[src/rtl/serial_shift_right.sv]
// Multi-cycle right shifter (SRL/SRA) with a START/BUSY/DONE handshake.
// Define SHIFT_BY_TWO_EN to retire two bit positions per clock while cnt >= 2.
module serial_shift_right #(
    parameter int unsigned SHIFT_UNIT_WIDTH = 32,
    parameter int unsigned SHAMT_WIDTH      = $clog2(SHIFT_UNIT_WIDTH)
) (
    input  logic                        CLK,
    input  logic                        RST,
    input  logic                        START,
    input  logic [SHIFT_UNIT_WIDTH-1:0] IN,
    input  logic [SHAMT_WIDTH-1:0]      SHAMT,
    input  logic                        ARITH,
    output logic                        BUSY,
    output logic                        DONE,
    output logic [SHIFT_UNIT_WIDTH-1:0] OUT
);

    localparam int unsigned MSB = SHIFT_UNIT_WIDTH - 1;

    typedef enum logic [1:0] {
        IDLE   = 2'd0,
        SHIFT  = 2'd1,
        FINISH = 2'd2
    } state_t;

    state_t                 state;
    logic [SHAMT_WIDTH-1:0] cnt;
    logic                   fill;

    // BUSY/DONE are registered alongside state so they always equal its decode.
    always_ff @(posedge CLK or posedge RST) begin
        if (RST) begin
            state <= IDLE;
            OUT   <= '0;
            cnt   <= '0;
            fill  <= 1'b0;
            BUSY  <= 1'b0;
            DONE  <= 1'b0;
        end else begin
            case (state)
                IDLE, FINISH: begin
                    if (START) begin
                        OUT  <= IN;
                        cnt  <= SHAMT;
                        fill <= ARITH & IN[MSB];
                        if (SHAMT != '0) begin
                            state <= SHIFT;
                            BUSY  <= 1'b1;
                            DONE  <= 1'b0;
                        end else begin
                            state <= FINISH;
                            BUSY  <= 1'b0;
                            DONE  <= 1'b1;
                        end
                    end else begin
                        state <= IDLE;
                        BUSY  <= 1'b0;
                        DONE  <= 1'b0;
                    end
                end
                SHIFT: begin
`ifdef SHIFT_BY_TWO_EN
                    if (cnt >= SHAMT_WIDTH'(2)) begin
                        OUT <= {fill, fill, OUT[MSB:2]};
                        cnt <= cnt - SHAMT_WIDTH'(2);
                        if (cnt == SHAMT_WIDTH'(2)) begin
                            state <= FINISH;
                            BUSY  <= 1'b0;
                            DONE  <= 1'b1;
                        end
                    end else begin
                        // odd remainder: final single-bit step
                        OUT   <= {fill, OUT[MSB:1]};
                        cnt   <= cnt - SHAMT_WIDTH'(1);
                        state <= FINISH;
                        BUSY  <= 1'b0;
                        DONE  <= 1'b1;
                    end
`else
                    OUT <= {fill, OUT[MSB:1]};
                    cnt <= cnt - SHAMT_WIDTH'(1);
                    if (cnt == SHAMT_WIDTH'(1)) begin
                        state <= FINISH;
                        BUSY  <= 1'b0;
                        DONE  <= 1'b1;
                    end
`endif
                end
                default: begin
                    state <= IDLE;
                    BUSY  <= 1'b0;
                    DONE  <= 1'b0;
                end
            endcase
        end
    end

endmodule

[config.mk]
export PLATFORM = sky130hd
export DESIGN_NAME = serial_shift_right
export DESIGN_NICKNAME = d
export VERILOG_FILES = /design/src/rtl/serial_shift_right.sv
export SDC_FILE = /design/constraint.sdc
export NUM_CORES = 1
export LEC_CHECK = 0
export BUFFER_PORTS_ARGS = -buffer_cell sky130_fd_sc_hd__clkbuf_2
export CAP_MARGIN = 20
export CELL_PAD_IN_SITES_DETAIL_PLACEMENT = 1
export CELL_PAD_IN_SITES_GLOBAL_PLACEMENT = 1
export CORE_MARGIN = 10
export CORE_UTILIZATION = 35
export DETAILED_ROUTE_END_ITERATION = 8
export GPL_TIMING_DRIVEN = 0
export HOLD_SLACK_MARGIN = 0.12
export PLACE_DENSITY = 0.9
export SETUP_SLACK_MARGIN = 0.4
export SYNTH_ARGS = -nofsm -noshare
export SYNTH_HDL_FRONTEND = slang
export SYNTH_SLANG_ARGS = --single-unit
export TNS_END_PERCENT = 50
[constraint.sdc]
create_clock -name CLK -period 1.45 [get_ports CLK]
set_clock_uncertainty 0.1 [all_clocks]
set_input_delay 0.29 -clock CLK [delete_from_list [all_inputs] [get_ports CLK]]
set_output_delay 0.29 -clock CLK [all_outputs]
set_load 0.02 [all_outputs]
==> flow_summary.json <==
{
  "synth-seq-cells": 41,
  "required_ns": 1.53,
  "drc": 0,
  "overflow": 0,
  "tightest_slew_ns": 0.923,
  "grt_pass1_wl_um": 11500,
  "cts_made_buffers": 5,
  "yosysWarnings": 0,
  "placementRows": 27,
  "synth-simple-area-share_pct": 26.0,
  "synthAdderAreaFrac_pct": 1.29,
  "antenna_found_initial": 0,
  "wirelength_um": 7260,
  "synthMuxAreaShare_pct": 0.514,
  "wire_per_inst_um": 18.2,
  "die_w_um": 94.6,
  "outcome": "finished clean",
  "r2r_start": "cnt[0]",
  "hpwl_um": 4830,
  "r2r_setup_slack_ns": 0.04,
  "die-area_mm2": 0.00894,
  "synth_nets": 268,
  "area_growth_pct": 60.9,
  "synth_top_area_share_pct": 52.7,
  "syn_inst": 225,
  "finalSetupViolations": 0,
  "fin_tns_setup_ns": 0,
  "critPathLaunchType": "flop",
  "ys_top_cells_by_count": "nand2_1 (68), dfrtp_1 (41), nor2_1 (34), a31oi_1 (32), buf_2 (10)",
  "p_leak_nw": 1.51,
  "grt_max_degree": 42,
  "ir_drop_mv": 1.24,
  "clock_path_buffers": 2,
  "synth_xor_area_share_pct": 0,
  "initialDrtViolationCount": 69,
  "synth_compound_area_share_pct": 13.4,
  "place_area_mm2": 0.00242,
  "maxCapViolCount": 0,
  "instances_no_fill": 398,
  "io_buffers": 74,
  "fmax_mhz": 709,
  "grt_usage_pct": 15.9,
  "total_power_mw": 7.79,
  "reg2reg_to": "state[0]",
  "stdcell_area_mm2": 0.00313,
  "gp_congestion": 0.781,
  "synth_edf_count": 0,
  "relSlewSlack_pct": 38.3,
  "critical_path_class": "reg -> reg",
  "grt_pass1_vias": 2271,
  "yosysTopAreaCell": "dfrtp_1",
  "powerDensity_mw_per_mm2": 2490,
  "insertion_delay_ns": 0.30,
  "synth.most_common_cell": "nand2_1",
  "drtPass1Iterations": 4,
  "ys.flop_type": "dfrtp_1",
  "drive_gt1_share_pct": 50.3,
  "n_antenna_cell": 0,
  "synth_area_mm2": 0.00195,
  "synth_top_family_by_area": "simple AND/OR/NAND/NOR gates",
  "ys_seq_area_share_pct": 52.7,
  "ant_nets": 0,
  "fin_crit_sh_pct": 97.3,
  "die_y_um": 94.6,
  "synthDistinctLibCells": 27,
  "critPathCaptureType": "flop",
  "root_buffer": "clkbuf_8",
  "tritoncts": "done",
  "ys_top_cells_by_area": "dfrtp_1 (53%), nand2_1 (13%), a31oi_1 (10%), nor2_1 (6.6%), buf_2 (2.6%)",
  "slew_viol_final": 0,
  "coreArea_mm2": 0.00544,
  "place_inst": 371,
  "async_flop_share_pct": 100,
  "ctsHtreeMaxLevel": 2,
  "via_per_inst": 5.10,
  "ioPinCount": 75,
  "final_core_util_pct": 57.6,
  "rsz0062_at_grt": "true",
  "critPathArrivalTime_ns": 1.49,
  "min_period_ns": 1.41,
  "nNetsFinal": 368,
  "hold_viol_final": 0,
  "syn_avg_cell_area_um2": 8.65,
  "initial_core_util_pct": 35.8,
  "hold_path.class": "in -> async",
  "cp_max_fo": 4,
  "via_count": 2029,
  "fill_cells": 629,
  "clock-sinks": 41,
  "clk_pin_slew_ns": 0.08,
  "r2r.worst_path.cells": 5
}
power by group:
group	total, mW	switching, mW	internal [mW]
Combinational	4.74	2.58	2.16
Sequential	2.30	0.547	1.75
Clock	0.750	0.407	0.343
worst max-delay path, stage by stage, from the launching register on:
cell and delay [ns]:
dfrtp_1 0.43, buf_6 0.13, ha_4 0.12, nor4b_4 0.21, nor2_2 0.08, or2_1 0.22
metal layers:
layer  track usage, %  up-vias  share of wire, %
met4             3.62        0               1.2
li1                 -      962                 -
met1             18.8     1000                42
met5                0        -                 0
met2             27.7       59                51
met3             4.84        8               6.3
registers in the layout (all words and copies together) (netlist names):
signal / cells
fill: 1
cnt: 5
BUSY: 1
state: 2
OUT: 32
cell usage in the layout (no fill, tap or decap), types with 2 or more instances in the layout:
cell | netlist | layout
a21oi_1 | 2 | 2
a31oi_1 | 32 | 28
a31oi_4 | 0 | 4
buf_12 | 0 | 3
buf_16 | 0 | 2
buf_4 | 3 | 14
buf_6 | 3 | 7
buf_8 | 0 | 7
clkbuf_1 | 0 | 3
clkbuf_2 | 0 | 70
clkbuf_8 | 0 | 9
dfrtp_1 | 41 | 38
dfrtp_2 | 0 | 3
ha_4 | 0 | 2
inv_2 | 0 | 2
nand2_1 | 68 | 43
nand2_2 | 0 | 17
nand2_4 | 0 | 8
nand2b_4 | 0 | 2
nand3_1 | 6 | 4
nand3_2 | 0 | 2
nor2_1 | 34 | 31
nor2_2 | 0 | 3
nor3_1 | 3 | 2
o211ai_1 | 2 | 2
or3_1 | 2 | 2
worst max path at each step:
stage                to     start  depth (start not counted)  slack (ns)
2_1_floorplan    cnt[2]  state[1]                          4        0.13
3_3_place_gp   state[0]    cnt[1]                          5        0.05
3_5_place_dp     cnt[2]  state[0]                          4       -0.01
4_1_cts        state[0]    cnt[0]                          5        0.07
5_1_grt          cnt[3]    cnt[1]                          3      -0.009
6_report       state[0]    cnt[0]                          5        0.04
area by class of cell:
| cell class | instances | area, µm² | share of cell area (%) |
|---|---|---|---|
| multi-input combinational | 165 | 1070 | 34.2 |
| clock buffer | 8 | 80.1 | 2.56 |
| inverter | 3 | 15.0 | 0.480 |
| tap | 72 | 90.1 | 2.88 |
| buffer | 16 | 200 | 6.39 |
| timing repair buffer | 93 | 644 | 20.6 |
| sequential | 41 | 1030 | 32.9 |
cells by family (layout without fill, tap and decap cells):
kind of cell             after synthesis  count (layout)
AO/OA/AOI/OAI                         40              40
flip-flops                            41              41
AND/OR/NAND/NOR                      122             122
multiplexers                           1               1
adder cells (fa/ha/maj)                2               2
buffers and inverters                 19             120
timing repair:
action	4_1_cts	5_1_grt
gates resized for setup	63	43
gates cloned	2	1
endpoints found under the hold margin	42	0
buffers inserted	15	0
pin swaps	29	45
hold buffers	1	0
endpoints found under the setup margin	75	75
through the flow:
step	setup slack (ns)	hold WS (ns)
after global placement	0.0473	0.355
after detailed placement	-0.0135	0.371
after floorplan	0.130	0.175
after global routing	-0.00866	0.133
after CTS	0.0716	0.0949
final	0.0389	0.0678
No activity file was read; power rests on OpenSTA's default activity.
